### src/rtl/ll_rx_cred_ret_pkg.sv
// Shared credit definitions for the logic-link credit blocks (RX return and TX credit).
package ll_cred_pkg;

    localparam int         CRED_RET_W   = 4;
    localparam logic [7:0] DEFAULT_CRED = 8'd1;

    // Low-aligned thermometer encoding of a per-cycle credit return count (0..4).
    function automatic logic [CRED_RET_W-1:0] cred_therm(input logic [2:0] n);
        logic [CRED_RET_W-1:0] t;
        case (n)
            3'd0:    t = 4'b0000;
            3'd1:    t = 4'b0001;
            3'd2:    t = 4'b0011;
            3'd3:    t = 4'b0111;
            3'd4:    t = 4'b1111;
            default: t = 4'b1111;
        endcase
        return t;
    endfunction

endpackage

### src/rtl/ll_rx_cred_ret_if.sv
// Link-side signal bundle of the RX credit return engine.
interface ll_rx_cred_ret_if;
    import ll_cred_pkg::*;

    logic                  rx_online;
    logic [7:0]            init_i_credit;
    logic                  rxfifo_i_push;
    logic                  rxfifo_i_pop;
    logic                  credit_ret_hold;
    logic [CRED_RET_W-1:0] tx_i_credit;
    logic                  rx_i_overflow;
    logic [7:0]            dbg_pending_i_credit;
    logic [7:0]            dbg_outstanding_i_credit;

    // Environment side: drives link state and FIFO events, observes credit returns.
    modport master (
        output rx_online, init_i_credit, rxfifo_i_push, rxfifo_i_pop, credit_ret_hold,
        input  tx_i_credit, rx_i_overflow, dbg_pending_i_credit, dbg_outstanding_i_credit
    );

    // Engine side.
    modport slave (
        input  rx_online, init_i_credit, rxfifo_i_push, rxfifo_i_pop, credit_ret_hold,
        output tx_i_credit, rx_i_overflow, dbg_pending_i_credit, dbg_outstanding_i_credit
    );
endinterface

### src/rtl/ll_rx_cred_ret_chk.sv
// Invariant checker: credits earned-but-unreturned plus credits held by the far
// end can never exceed what was granted when the link came online.
module ll_rx_cred_ret_chk #(
    parameter logic [7:0] DEFAULT_RX_CRED = 8'd1
) (
    input logic       clk,
    input logic       rst_n,
    input logic       rx_online,
    input logic [7:0] init_credit,
    input logic [7:0] pending,
    input logic [7:0] outstanding
);

    logic       act_r;
    logic [7:0] load_r;
    logic [8:0] sum_s;

    assign sum_s = {1'b0, pending} + {1'b0, outstanding};

    // Capture the grant loaded at the online rising edge.
    always_ff @(posedge clk or negedge rst_n) begin
        if (!rst_n) begin
            act_r  <= 1'b0;
            load_r <= 8'd0;
        end else if (!rx_online) begin
            act_r  <= 1'b0;
            load_r <= 8'd0;
        end else if (!act_r) begin
            act_r  <= 1'b1;
            load_r <= (init_credit != 8'd0) ? init_credit : DEFAULT_RX_CRED;
        end else begin
            act_r  <= act_r;
            load_r <= load_r;
        end
    end

    a_cred_conserved: assert property (@(posedge clk) disable iff (!rst_n)
        act_r |-> (sum_s <= {1'b0, load_r}));

endmodule

### src/rtl/ll_rx_cred_ret_unit_cnt.sv
// Divides FIFO entry events into credit units: unit_done pulses on every
// RX_CRED_SIZE-th event, in the same cycle as that event.
module ll_cred_unit_cnt #(
    parameter logic [2:0] RX_CRED_SIZE = 3'h1
) (
    input  logic clk,
    input  logic rst_n,
    input  logic clr,
    input  logic evt,
    output logic unit_done
);

    logic [2:0] cnt_r;
    logic       wrap_s;

    // Detect the event that completes a credit unit; size 1 (or illegal 0) makes every event a unit.
    always_comb begin
        wrap_s = 1'b0;
        if (RX_CRED_SIZE <= 3'd1) begin
            wrap_s = evt;
        end else if (evt && (cnt_r == (RX_CRED_SIZE - 3'd1))) begin
            wrap_s = 1'b1;
        end else begin
            wrap_s = 1'b0;
        end
    end

    assign unit_done = wrap_s & ~clr;

    // Entry counter within the current credit unit; cleared while the link is not active.
    always_ff @(posedge clk or negedge rst_n) begin
        if (!rst_n) begin
            cnt_r <= 3'd0;
        end else if (clr) begin
            cnt_r <= 3'd0;
        end else if (wrap_s) begin
            cnt_r <= 3'd0;
        end else if (evt) begin
            cnt_r <= cnt_r + 3'd1;
        end else begin
            cnt_r <= cnt_r;
        end
    end

endmodule

### src/rtl/ll_rx_cred_ret.sv
// Receive-side credit return engine for one logic-link channel: turns freed RX
// FIFO entries into credit-return bits and tracks the far end's credit balance.
module ll_rx_cred_ret
    import ll_cred_pkg::*;
#(
    parameter logic       ASYMMETRIC_CREDIT = 1'h1,
    parameter logic [2:0] RX_CRED_SIZE      = 3'h1,
    parameter logic [7:0] DEFAULT_RX_CRED   = DEFAULT_CRED
) (
    input logic            clk_wr,
    input logic            rst_wr_n,
    ll_rx_cred_ret_if.slave lnk
);

    logic                  online_dly_r;
    logic [7:0]            pending_r;
    logic [7:0]            outstanding_r;
    logic [CRED_RET_W-1:0] tx_credit_r;
    logic                  overflow_r;

    logic                  rise_s;
    logic                  clr_s;
    logic                  inc_s;
    logic                  dec_s;
    logic [2:0]            n_s;
    logic [8:0]            pend_sum_s;
    logic [8:0]            out_sum_s;
    logic [8:0]            out_dec_s;
    logic [7:0]            pending_nxt_s;
    logic [7:0]            outstanding_nxt_s;
    logic                  ovf_set_s;

    // The cycle of the online rising edge reloads state, so its FIFO events are discarded.
    assign rise_s = lnk.rx_online & ~online_dly_r;
    assign clr_s  = ~lnk.rx_online | rise_s;

    ll_cred_unit_cnt #(.RX_CRED_SIZE(RX_CRED_SIZE)) u_pop (
        .clk       (clk_wr),
        .rst_n     (rst_wr_n),
        .clr       (clr_s),
        .evt       (lnk.rxfifo_i_pop),
        .unit_done (inc_s)
    );

    ll_cred_unit_cnt #(.RX_CRED_SIZE(RX_CRED_SIZE)) u_push (
        .clk       (clk_wr),
        .rst_n     (rst_wr_n),
        .clr       (clr_s),
        .evt       (lnk.rxfifo_i_push),
        .unit_done (dec_s)
    );

    // Credits returned this cycle, drawn only from what was already pending.
    always_comb begin
        n_s = 3'd0;
        if (lnk.credit_ret_hold) begin
            n_s = 3'd0;
        end else if (ASYMMETRIC_CREDIT == 1'b1) begin
            if (pending_r >= 8'd4) begin
                n_s = 3'd4;
            end else begin
                n_s = pending_r[2:0];
            end
        end else begin
            if (pending_r != 8'd0) begin
                n_s = 3'd1;
            end else begin
                n_s = 3'd0;
            end
        end
    end

    // Next pending/outstanding balances with saturation and zero-credit push detection.
    always_comb begin
        pend_sum_s        = {1'b0, pending_r} + {8'd0, inc_s} - {6'd0, n_s};
        out_sum_s         = {1'b0, outstanding_r} + {6'd0, n_s};
        out_dec_s         = out_sum_s - 9'd1;
        pending_nxt_s     = pend_sum_s[8] ? 8'hFF : pend_sum_s[7:0];
        outstanding_nxt_s = out_sum_s[8] ? 8'hFF : out_sum_s[7:0];
        ovf_set_s         = 1'b0;
        if (dec_s) begin
            if (out_sum_s == 9'd0) begin
                ovf_set_s         = 1'b1;
                outstanding_nxt_s = 8'd0;
            end else begin
                outstanding_nxt_s = out_dec_s[8] ? 8'hFF : out_dec_s[7:0];
            end
        end else begin
            ovf_set_s = 1'b0;
        end
    end

    // Credit state: offline clears everything, the online edge loads the grant, otherwise update.
    always_ff @(posedge clk_wr or negedge rst_wr_n) begin
        if (!rst_wr_n) begin
            online_dly_r  <= 1'b0;
            pending_r     <= 8'd0;
            outstanding_r <= 8'd0;
            tx_credit_r   <= 4'b0000;
            overflow_r    <= 1'b0;
        end else if (!lnk.rx_online) begin
            online_dly_r  <= 1'b0;
            pending_r     <= 8'd0;
            outstanding_r <= 8'd0;
            tx_credit_r   <= 4'b0000;
            overflow_r    <= 1'b0;
        end else if (rise_s) begin
            online_dly_r  <= 1'b1;
            pending_r     <= 8'd0;
            outstanding_r <= (lnk.init_i_credit != 8'd0) ? lnk.init_i_credit : DEFAULT_RX_CRED;
            tx_credit_r   <= 4'b0000;
            overflow_r    <= overflow_r;
        end else begin
            online_dly_r  <= 1'b1;
            pending_r     <= pending_nxt_s;
            outstanding_r <= outstanding_nxt_s;
            tx_credit_r   <= cred_therm(n_s);
            overflow_r    <= overflow_r | ovf_set_s;
        end
    end

    assign lnk.tx_i_credit              = tx_credit_r;
    assign lnk.rx_i_overflow            = overflow_r;
    assign lnk.dbg_pending_i_credit     = pending_r;
    assign lnk.dbg_outstanding_i_credit = outstanding_r;

    ll_rx_cred_ret_chk #(.DEFAULT_RX_CRED(DEFAULT_RX_CRED)) u_chk (
        .clk         (clk_wr),
        .rst_n       (rst_wr_n),
        .rx_online   (lnk.rx_online),
        .init_credit (lnk.init_i_credit),
        .pending     (pending_r),
        .outstanding (outstanding_r)
    );

endmodule

### src/flat_wrapper.sv
// flat-port wrapper written by rule: the top's interface ports become plain ports
module ll_rx_cred_ret_flat import ll_cred_pkg::*;
#(
    parameter logic       ASYMMETRIC_CREDIT = 1'h1,
    parameter logic [2:0] RX_CRED_SIZE      = 3'h1,
    parameter logic [7:0] DEFAULT_RX_CRED   = DEFAULT_CRED
)
  (clk_wr, rst_wr_n, lnk_rx_online, lnk_init_i_credit, lnk_rxfifo_i_push, lnk_rxfifo_i_pop, lnk_credit_ret_hold, lnk_tx_i_credit, lnk_rx_i_overflow, lnk_dbg_pending_i_credit, lnk_dbg_outstanding_i_credit);
  ll_rx_cred_ret_if lnk_i ();
  input logic clk_wr;
  input logic rst_wr_n;
  input wire logic [$bits(lnk_i.rx_online)-1:0] lnk_rx_online;
  input wire logic [$bits(lnk_i.init_i_credit)-1:0] lnk_init_i_credit;
  input wire logic [$bits(lnk_i.rxfifo_i_push)-1:0] lnk_rxfifo_i_push;
  input wire logic [$bits(lnk_i.rxfifo_i_pop)-1:0] lnk_rxfifo_i_pop;
  input wire logic [$bits(lnk_i.credit_ret_hold)-1:0] lnk_credit_ret_hold;
  output wire logic [$bits(lnk_i.tx_i_credit)-1:0] lnk_tx_i_credit;
  output wire logic [$bits(lnk_i.rx_i_overflow)-1:0] lnk_rx_i_overflow;
  output wire logic [$bits(lnk_i.dbg_pending_i_credit)-1:0] lnk_dbg_pending_i_credit;
  output wire logic [$bits(lnk_i.dbg_outstanding_i_credit)-1:0] lnk_dbg_outstanding_i_credit;
  assign lnk_i.rx_online = lnk_rx_online;
  assign lnk_i.init_i_credit = lnk_init_i_credit;
  assign lnk_i.rxfifo_i_push = lnk_rxfifo_i_push;
  assign lnk_i.rxfifo_i_pop = lnk_rxfifo_i_pop;
  assign lnk_i.credit_ret_hold = lnk_credit_ret_hold;
  assign lnk_tx_i_credit = lnk_i.tx_i_credit;
  assign lnk_rx_i_overflow = lnk_i.rx_i_overflow;
  assign lnk_dbg_pending_i_credit = lnk_i.dbg_pending_i_credit;
  assign lnk_dbg_outstanding_i_credit = lnk_i.dbg_outstanding_i_credit;
  ll_rx_cred_ret #(.ASYMMETRIC_CREDIT(ASYMMETRIC_CREDIT), .RX_CRED_SIZE(RX_CRED_SIZE), .DEFAULT_RX_CRED(DEFAULT_RX_CRED)) u_core (.clk_wr(clk_wr), .rst_wr_n(rst_wr_n), .lnk(lnk_i));
endmodule
### config.mk
export PLATFORM = sky130hd
export DESIGN_NAME = ll_rx_cred_ret_flat
export DESIGN_NICKNAME = d
export VERILOG_FILES = /design/src/rtl/ll_rx_cred_ret_pkg.sv /design/src/rtl/ll_rx_cred_ret_if.sv /design/src/rtl/ll_rx_cred_ret_chk.sv /design/src/rtl/ll_rx_cred_ret_unit_cnt.sv /design/src/rtl/ll_rx_cred_ret.sv /design/src/flat_wrapper.sv
export SDC_FILE = /design/constraint.sdc
export NUM_CORES = 1
export LEC_CHECK = 0
export CAP_MARGIN = 20
export CORE_UTILIZATION = 54
export DETAILED_ROUTE_END_ITERATION = 8
export GPL_TIMING_DRIVEN = 0
export HOLD_SLACK_MARGIN = 0.08
export PLACE_DENSITY = 0.91
export SYNTH_ARGS = -nofsm -noshare
export SYNTH_HDL_FRONTEND = slang
export SYNTH_SLANG_ARGS = --single-unit
export TNS_END_PERCENT = 1
### constraint.sdc
create_clock -name clk_wr -period 4.6 [get_ports clk_wr]
set_input_delay 0.46 -clock clk_wr [delete_from_list [all_inputs] [get_ports clk_wr]]
set_output_delay 0.46 -clock clk_wr [all_outputs]
set_load 0.03 [all_outputs]
Word level (Yosys, flattened, before mapping)
Cells that the tools add are included.
- register bits: 22
- input bits: 14
- output and inout port bits: 21
- logic and storage cells: 45
- add/subtract/negate cells: 4
- magnitude comparators: 1
- equality and inequality tests: 4
- multiplexer cells: 20
- bitwise gates (word level): 8
- reduce and logical (&&, ||, !) cells: 3
- operator list (operator ; count):
    8-bit two-way mux ; 10
    4-bit case mux with 4 select lines ; 1
    8-bit by 1-bit adder with 9-bit output ; 1
    8-bit by 3-bit adder with 9-bit output ; 1
    9-bit zero test ; 1
    9-bit by 1-bit subtractor with 9-bit output, second input constant ; 1
    9-bit by 3-bit subtractor with 9-bit output ; 1
    8-bit by 3-bit greater-or-equal comparator with 1-bit output, second input constant ; 1
    4-bit two-way mux ; 2
    8-bit nonzero test ; 1
    3-bit by 2-bit == test with 1-bit output, second input constant ; 2
    3-bit two-way mux ; 2
    1-bit two-way mux ; 5
    1-bit bitwise AND ; 3
    3-bit by 1-bit == test with 1-bit output, second input constant ; 1
    3-bit zero test ; 1
    1-bit inverter ; 3
    2-bit != test, second input constant ; 1
    1-bit OR ; 2

Depth between registers and ports, before layout
Gate-level depths: netlist (run 1).
- word-level depth: 10
- gate-level depth with buffers: 19
- mapped depth without buffers: 19

By module
From an unflattened synthesis (run 1), not the netlist that was laid out.
- cells, all modules: 227
- area, all modules: 2033.2 µm²
- modules (own cells, without submodules) (module ; instances ; cells an instance ; area an instance (µm²) ; sequential area each (µm²)):
    ll_rx_cred_ret ; 1 ; 225 ; 2005.7 ; 550.5
    ll_cred_unit_cnt ; 2 ; 1 ; 13.8 ; 0.0

Worst setup path before layout (run 1)
Ideal clock, no wire load.
- path type: flip-flop to flip-flop
- from: register u_core.pending_r[4], in the netlist u_core.lnk.dbg_pending_i_credit[4]
- to: register u_core.outstanding_r[3], in the netlist u_core.lnk.dbg_outstanding_i_credit[3]
- setup time: 0.125 ns
- arrival time: 3.505 ns
- data required time: 4.475 ns
- path slack: 0.970 ns
- cell stages (with the launch flop): 20
- buffers on the path: 1
- period minus slack after synthesis: 3.630 ns
- cell sequence: dfrtp_1 > inv_1 > ha_1 > o21ai_0 > nand2_1 > a21bo_2 > nor2_1 > nand2_1 > inv_1 > ha_1 > inv_1 > fa_1 > nor2b_4 > or2_1 > buf_6 > a21boi_0 > o311ai_2 > mux2_2 > a31oi_1 > a21oi_1
- word-level cells in the longest chain between the ends: 10
- elaborated cells on any way between the ends: 12
- classes of those cells: 2 x add/sub; 1 x order compare; 8 x mux; 1 x reduce/logical
- RTL lines (element ; line ; text):
    start, declared ; ll_rx_cred_ret.sv:16 ; logic [7:0] pending_r;
    start signal, assigned ; ll_rx_cred_ret.sv:115 ; pending_r <= pending_nxt_s;
    8-bit by 3-bit greater-or-equal comparator with 1-bit output (*) ; ll_rx_cred_ret.sv:59 ; if (pending_r >= 8'd4) begin
    3-bit two-way mux (*) ; ll_rx_cred_ret.sv:59 ;
    3-bit two-way mux (*) ; ll_rx_cred_ret.sv:56 ; if (lnk.credit_ret_hold) begin
    8-bit by 3-bit adder with 9-bit output (*) ; ll_rx_cred_ret.sv:76 ; out_sum_s = {1'b0, outstanding_r} + {6'd0, n_s};
    9-bit by 1-bit subtractor with 9-bit output ; ll_rx_cred_ret.sv:77 ; out_dec_s = out_sum_s - 9'd1;
    8-bit two-way mux ; ll_rx_cred_ret.sv:86 ; outstanding_nxt_s = out_dec_s[8] ? 8'hFF : out_dec_s[7:0];
    8-bit two-way mux ; ll_rx_cred_ret.sv:82 ; if (out_sum_s == 9'd0) begin
    8-bit two-way mux (*) ; ll_rx_cred_ret.sv:81 ; if (dec_s) begin
    8-bit two-way mux (*) ; ll_rx_cred_ret.sv:107 ; end else if (rise_s) begin
    8-bit two-way mux (*) ; ll_rx_cred_ret.sv:101 ; end else if (!lnk.rx_online) begin
    end signal, assigned ; ll_rx_cred_ret.sv:110 ; outstanding_r <= (lnk.init_i_credit != 8'd0) ? lnk.init_i_credit : DEFAULT_RX_CRED;
    end signal, assigned ; ll_rx_cred_ret.sv:116 ; outstanding_r <= outstanding_nxt_s;
    end, declared ; ll_rx_cred_ret.sv:17 ; logic [7:0] outstanding_r;
Every way passes the cells marked *; elsewhere a longest branch is shown, timed or not.
A chain may end at the register's enable or synchronous reset.

Final worst setup path (run 1)
Same ends and word-level chain as after synthesis.

==> qor.yml, run 1 <==
clock_network:
  cts_resized: 0
  clkSinkCount: 22
  cts_tree: "done"
  cts_made_buffers: 3
  htreeDepth: 1
  cts_setup_buffers: 0
  clockBufferDepth: 2
  hold_buffers: 0
  cts_root_buffer: "clkbuf_8"
  clkTransAtPathRegs_ns: 0.09
  clock_latency_ns: 0.27
routing:
  antenna_left: 0
  drt_iter0_drc: 129
  vias_per_cell: 6.07
  firstDrtPassIters: 5
  drcViolationCount: 0
  routedWlPerCell_um: 16.1
  wl_um: 5320
  via_count: 2008
final_layout:
  final_area_mm2: 0.00258
  nNetsFinal: 320
  stdcell_count: 331
  seqCellArea_um2: 551
  drive_gt1_frac: 0.110
  antenna_cells: 0
  final_cell_mix: "33 x clkdlybuf4s50_1, 24 x nor2_1, 22 x a21oi_1, 22 x dfrtp_1"
  multi_input_area_mm2: 0.00142
  nFillCells: 297
  synthToLayoutAreaGrowth_pct: 23.3
  final_common_cell: "clkdlybuf4s50_1"
worst_setup_path:
  cp_max_fo: 9
  critPathKind: "reg2reg"
  crit_required_ns: 4.75
  cp-start-kind: "flip-flop"
  r2r_cells: 19
  crit_path_frequent_cell: "inv_1"
  critPathTopFamily: "compound AO/OA/AOI/OAI gates"
  crit_path_max_incr_delay_ns: 0.47
  endpoint_kind: "flip-flop"
  worst-path-stages: 19
  critPathSlowestCell: "fa_1"
  reg2reg_slack_ns: 0.61
  crit_arrival_ns: 4.14
  worst-path-buf-inv: 4
  path_cells: "inv_1, ha_1, o21ai_0, nand2_1, a21bo_2, nor2_1, nand2_1, inv_1, ha_1, inv_1, fa_1, nor2b_4, or2_1, buf_6, a21boi_0, o311ai_2, mux2_2, a31oi_1, a21oi_1"
placement:
  portBuffers: 33
  gp_congestion: 0.901
  place_inst: 326
  dp_hpwl_um: 3960
  postPlaceCellArea_mm2: 0.00249
yosys:
  synth.largest_area_cell: "dfrtp_1"
  ys.warnings.count: 0
  synth_edf_count: 0
  yosys-top-cells-area: "dfrtp_1 26%, ha_1 12%, a21oi_1 5.3%"
  synth_top_area_frac: 0.263
  ys_types: 62
  synthesis.area_mm2: 0.00210
  postSynthCellCount: 245
  synth_ff_type: "dfrtp_1"
  async_reset_ff_frac: 1.00
  ys_ff_latch: 22
  syn_nets: 281
  synth_sequential_area_ratio: 0.263
  syn_avg_cell_area_um2: 8.55
worst_hold_path:
  min_path_type: "in2async"
die:
  start_util: 0.568
  io_pins: 35
  core_area_mm2: 0.00369
  die_w_um: 64.3
  dieArea_mm2: 0.00413
  rows: 22
  dieHeight_um: 64.3
grt:
  met2_usage: 0.451
  grt_pass1_wl_um: 8660
  top_usage_layer: "met2"
  grt-ovfl-total: 0
  grt_max_degree: 23
  grt_pass1_vias: 1837
  grt.met1_usage: 0.363
  grt.total_usage: 0.267
  antenna_found_initial: 0
  use_met3: 0.0321
sta:
  drv_slew: 0
  hold_viol: 0
  fin_worst_skew_ns: 0.00172
  rsz0062_at_grt: "false"
  period_minus_slack_ns: 3.99
  fin_crit_sh: 0.868
  setup_viol: 0
  finalSetupTns_ns: 0
  tightest_slew_ns: 0.729
  hold_slack_ns: 0.405
  slew_headroom: 0.511
  fmax_mhz: 251
pwr:
  power_density_mw_per_mm2: 623
  p_leak_nw: 1.09
  ir_drop_mv: 0.295
job:
  maxCapViolCount: 0
status:
  outcome: "complete, no violations"
==> registers in the layout, indices dropped and copies added (netlist names) <==
name / cells
u_core.lnk.dbg_outstanding_i_credit: 8
u_core.lnk.dbg_pending_i_credit: 8
u_core.lnk.rx_i_overflow: 1
u_core.lnk.tx_i_credit: 4
u_core.online_dly_r: 1
==> stage by stage <==
step                 util  worst slack [ns]  power (mW)
floorplan               -             0.970        1.12
global placement    0.674             0.787        1.36
detailed placement  0.674             0.720        1.39
CTS                 0.693             0.674        1.59
global route        0.701             0.431        1.72
finish              0.701             0.609        1.61
==> metal layers <==
metal,up-vias,part of all wire
met5,-,0
met4,0,0.013
met3,9,0.056
met2,89,0.49
met1,955,0.44
li1,955,-
==> cell type report <==
class / count / share of cell area
multi-input combinational: 195 / 0.549
sequential: 22 / 0.213
timing repair buffer: 34 / 0.138
inverter: 20 / 0.0290
tap: 48 / 0.0232
buffer: 8 / 0.0198
clock buffer: 3 / 0.0160
clock inverter: 1 / 0.0116
==> where the power goes <==
group | switching (mW) | internal, mW | total (mW)
sequential | 0.0461 | 0.239 | 0.285
combinational | 0.653 | 0.486 | 1.14
clock | 0.0707 | 0.116 | 0.187
==> cell families after synthesis <==
kind of cell | count (synthesis) | synth area share
flops | 22 | 0.263
fa+ha+maj | 22 | 0.139
mux | 5 | 0.0251
simple gates | 84 | 0.223
xor+xnor | 12 | 0.0502
buf+inv | 28 | 0.0603
compound gates | 72 | 0.241
==> synthesized netlist by cell type, types with 6 or more instances <==
master   instances
nor2_1          24
a21oi_1         22
dfrtp_1         22
ha_1            20
inv_1           20
nand2_1         16
xnor2_1          9
a31oi_1          7
nor3_1           7
o21ai_0          7
o21ai_1          6
==> worst reg2reg max path, stage by stage, from the launching register on <==
cell	delay, ns
dfrtp_1	0.37
inv_1	0.09
ha_1	0.20
o21ai_0	0.08
nand2_1	0.07
a21bo_2	0.23
nor2_1	0.14
nand2_1	0.10
inv_1	0.11
ha_1	0.24
inv_1	0.08
fa_1	0.47
nor2b_4	0.25
or2_1	0.15
buf_6	0.13
a21boi_0	0.10
o311ai_2	0.35
mux2_2	0.37
a31oi_1	0.21
a21oi_1	0.12
==> final timing paths <==
path	startpoint	endpoint
worst max-delay path	u_core.lnk.dbg_pending_i_credit[4]	u_core.lnk.dbg_outstanding_i_credit[3]
worst min-delay path	rst_wr_n	u_core.lnk.dbg_outstanding_i_credit[0]
worst max register to register	u_core.lnk.dbg_pending_i_credit[4]	u_core.lnk.dbg_outstanding_i_credit[3]
worst min register to register	u_core.lnk.rx_i_overflow	u_core.lnk.rx_i_overflow
max in group asynchronous	rst_wr_n	u_core.lnk.dbg_pending_i_credit[6]
min in group clk_wr	u_core.lnk.rx_i_overflow	u_core.lnk.rx_i_overflow
Note: power is estimated with default switching activity, not from simulation.
==> run 2, diff against run 1 <==
--- a/config.mk
+++ b/config.mk
@@ -13,5 +13,6 @@
 export PLACE_DENSITY = 0.91
 export SYNTH_ARGS = -nofsm -noshare
 export SYNTH_HDL_FRONTEND = slang
+export SYNTH_HIERARCHICAL = 1
 export SYNTH_SLANG_ARGS = --single-unit
 export TNS_END_PERCENT = 1
==> run 2 against run 1 <==
Clock skew is 0.0012 ns higher. Non-clock buffer count is 1 lower. Core utilization rose by 1.4 points. Routed wire length decreased by 12%. Synthesized cell count is 7.3% lower. Cell area decreased by 4.1%. Via count down 7.4%. Register-to-register slack got worse by 0.28 ns. Critical endpoint is now u_core/lnk.dbg_outstanding_i_credit[5].
==> qor.yml, run 2 <==
die:
  rows: 21  # -4.5%
  die_w_um: 63.4  # -1.5%
  start_util: 0.586  # +0.0180
  dieHeight_um: 63.4  # -1.5%
  dieArea_mm2: 0.00401  # -2.9%
  io_pins: 35  # unchanged
  core_area_mm2: 0.00347  # -6.0%
worst_hold_path:
  min_from: "u_core/lnk.rx_i_overflow"
  holdPathStages: 2
  min_path_type: "reg2reg"
  min_to: "u_core/lnk.rx_i_overflow"
sta:
  fmax_mhz: 234  # -6.5%
  slew_headroom: 0.364  # -0.147
  setup_viol: 0  # unchanged
  drv_slew: 0  # unchanged
  fin_worst_skew_ns: 0.00296  # +0.00124 ns
  fin_crit_sh: 0.928  # +0.0607
  hold_viol: 0  # unchanged
  rsz0062_at_grt: "false"
  finalSetupTns_ns: 0  # unchanged
  tightest_slew_ns: 0.951  # +0.222 ns
  period_minus_slack_ns: 4.27  # +0.279 ns
grt:
  grt-ovfl-total: 0  # unchanged
  grt_pass1_wl_um: 8090  # -6.5%
  grt_pass1_vias: 1852  # +0.82%
  grt_max_degree: 23  # unchanged
  antenna_found_initial: 0  # unchanged
  grt.total_usage: 0.256  # -0.0111
yosys:
  synth_edf_count: 0  # unchanged
  synth.largest_area_cell: "dfrtp_1"
  synthTopCellsByCount: "22 x dfrtp_1, 22 x inv_1, 21 x nand2_1"
  postSynthCellCount: 227  # -7.3%
  async_reset_ff_frac: 1.00  # unchanged
  synth_ff_type: "dfrtp_1"
  ys.warnings.count: 6  # +6
  syn_nets: 262  # -6.8%
  ys_ff_latch: 22  # unchanged
  syn_avg_cell_area_um2: 8.96  # +4.7%
  yosys-top-cells-area: "dfrtp_1 27%, ha_1 12%, xnor2_1 5.2%"
  synthesis.area_mm2: 0.00203  # -3.0%
  synth_sequential_area_ratio: 0.271  # +0.00808
  ys_types: 57  # -8.1%
  synth_top_area_frac: 0.271  # +0.00808
routing:
  firstDrtPassIters: 4  # -1
  routedWlPerCell_um: 15.1  # -6.1%
  antenna_left: 0  # unchanged
  vias_per_cell: 6.00  # -1.1%
  drcViolationCount: 0  # unchanged
  via_count: 1860  # -7.4%
  drt_iter0_drc: 103  # -20%
  wl_um: 4680  # -12%
final_layout:
  drive_gt1_frac: 0.0909  # -0.0186
  final_common_cell: "clkdlybuf4s50_1"
  multi_input_area_mm2: 0.00137  # -3.4%
  synthToLayoutAreaGrowth_pct: 22.0
  nFillCells: 277  # -6.7%
  post-route-util: 0.715  # +0.0142
  nNetsFinal: 301  # -5.9%
  antenna_cells: 0  # unchanged
  seqCellArea_um2: 551  # unchanged
  final_cell_mix: "34 x clkdlybuf4s50_1, 22 x inv_1, 22 x dfrtp_1"
clock_network:
  htreeDepth: 1  # unchanged
  clkTransAtPathRegs_ns: 0.07  # -0.02 ns
  cts_root_buffer: "clkbuf_8"
  clkSinkCount: 22  # unchanged
  clockBufferDepth: 2  # unchanged
  clock_latency_ns: 0.26  # about the same
  cts_setup_buffers: 0  # unchanged
  cts_made_buffers: 3  # unchanged
  cts_tree: "done"
placement:
  dp_hpwl_um: 3560  # -10%
  portBuffers: 34  # +3.0%
  gp_congestion: 0.883  # -2.1%
worst_setup_path:
  cp_max_fo: 7  # -2
  cp-start-kind: "flip-flop"
  crit_path_max_incr_delay_ns: 0.44  # -0.03 ns
  critPathTopFamily: "simple AND/OR/NAND/NOR gates"
  timing.rr.end: "u_core/lnk.dbg_outstanding_i_credit[5]"
  crit_arrival_ns: 4.42  # +0.28 ns
  crit_required_ns: 4.75  # about the same
  crit_path_frequent_cell: "inv_1"
  r2r_cells: 18  # -1
  worst-path-buf-inv: 3  # -1
  critPathSlowestCell: "fa_1"
  timing.rr.start: "u_core/lnk.dbg_pending_i_credit[4]"
  reg2reg_slack_ns: 0.33  # -0.28 ns
  critPathKind: "reg2reg"
  endpoint_kind: "flip-flop"
  path_cells: "inv_1, ha_1, o21ai_0, a21oi_1, nor3b_1, nand2_1, inv_1, ha_1, inv_1, fa_1, nand2b_1, a2111oi_4, o211ai_4, nor3_2, nand4_1, nor4_2, o21ai_1, a32o_1"
job:
  maxCapViolCount: 0  # unchanged
pwr:
  p_leak_nw: 1.09  # -0.56%
  switching_share: 0.484  # +0.00582
  p_seq_frac: 0.206  # +0.029
  p_int_mw: 0.702  # -17%
  power_density_mw_per_mm2: 548  # -12%
  clkPwrFrac: 0.086  # -0.030
  net-switching-power_mw: 0.657  # -15%
  ir_drop_mv: 0.320  # +8.7%
  pwr-share-comb: 0.709  # +0.002
status:
  outcome: "complete, no violations"
run 2: layout make-up:
cell class,instances,share of cell area
clock buffers,3,0.0166
well taps,46,0.0232
flip-flops and latches,22,0.222
inverters,22,0.0333
repair buffers,34,0.137
multi-input cells,176,0.552
plain buffers,7,0.0151
run 2: cells by family after synthesis:
group	count (synthesis)	synth area share
compound gates	63	0.239
xor+xnor	17	0.0732
fa+ha+maj	21	0.137
buf+inv	29	0.0591
flops	22	0.271
mux	2	0.0105
simple gates	73	0.211
run 2: worst min-delay path, delay by kind of cell (launching register included):
| family | cells | cell delay (ns) |
|---|---|---|
| and+or+nand+nor | 1 | 0.10 |
| AOI/OAI and AO/OA | 1 | 0.05 |
| DFF | 1 | 0.35 |
run 2: power groups by stage:
stage | Clock [mW] | Sequential [mW] | Combinational (mW)
floorplan | 0 | 0.357 | 0.627
global placement | 0 | 0.281 | 0.909
detailed placement | 0 | 0.282 | 0.938
CTS | 0.122 | 0.279 | 0.948
global route | 0.132 | 0.288 | 1.05
finish | 0.117 | 0.279 | 0.962
run 2: how the worst max path moves through the flow:
stage	startpoint	to	slack [ns]	depth (start not counted)
finish	u_core/lnk.dbg_pending_i_credit[4]	u_core/lnk.dbg_outstanding_i_credit[5]	0.33	18
global route	u_core/lnk.dbg_pending_i_credit[4]	u_core/lnk.dbg_outstanding_i_credit[0]	0.04	18
CTS	u_core/lnk.dbg_pending_i_credit[4]	u_core/lnk.dbg_outstanding_i_credit[0]	0.39	18
detailed placement	lnk_rx_online	u_core/lnk.dbg_pending_i_credit[2]	0.17	17
global placement	lnk_rx_online	u_core/lnk.dbg_pending_i_credit[3]	0.25	17
floorplan	u_core/lnk.dbg_pending_i_credit[4]	u_core/lnk.dbg_outstanding_i_credit[3]	0.71	18
run 2: what timing repair did:
action	4_1_cts	5_1_grt
hold buffers	0	0
gates resized for setup	0	1
endpoints found under the setup margin	0	1
endpoints found under the hold margin	0	0
run 2: layer usage:
| layer | routed length, um | up-vias | share of wire | track usage |
|---|---|---|---|---|
| li1 | - | 904 | - | - |
| met1 | 2160 | 892 | 0.46 | 0.349 |
| met2 | 2220 | 59 | 0.47 | 0.407 |
| met3 | 229 | 5 | 0.049 | 0.0326 |
| met4 | 65 | 0 | 0.014 | 0.105 |
| met5 | 0 | - | 0 | 0 |
run 2: metrics by stage:
stage	total power [mW]	cell area [um2]	hold slack (ns)	instances	setup WS, ns
6_report	1.36	2480	0.535	310	0.329
3_3_place_gp	1.19	2430	0.518	307	0.247
2_1_floorplan	0.984	2030	0.164	227	0.706
5_1_grt	1.47	2480	0.598	310	0.0363
3_5_place_dp	1.22	2430	0.528	307	0.166
4_1_cts	1.35	2470	0.548	310	0.393
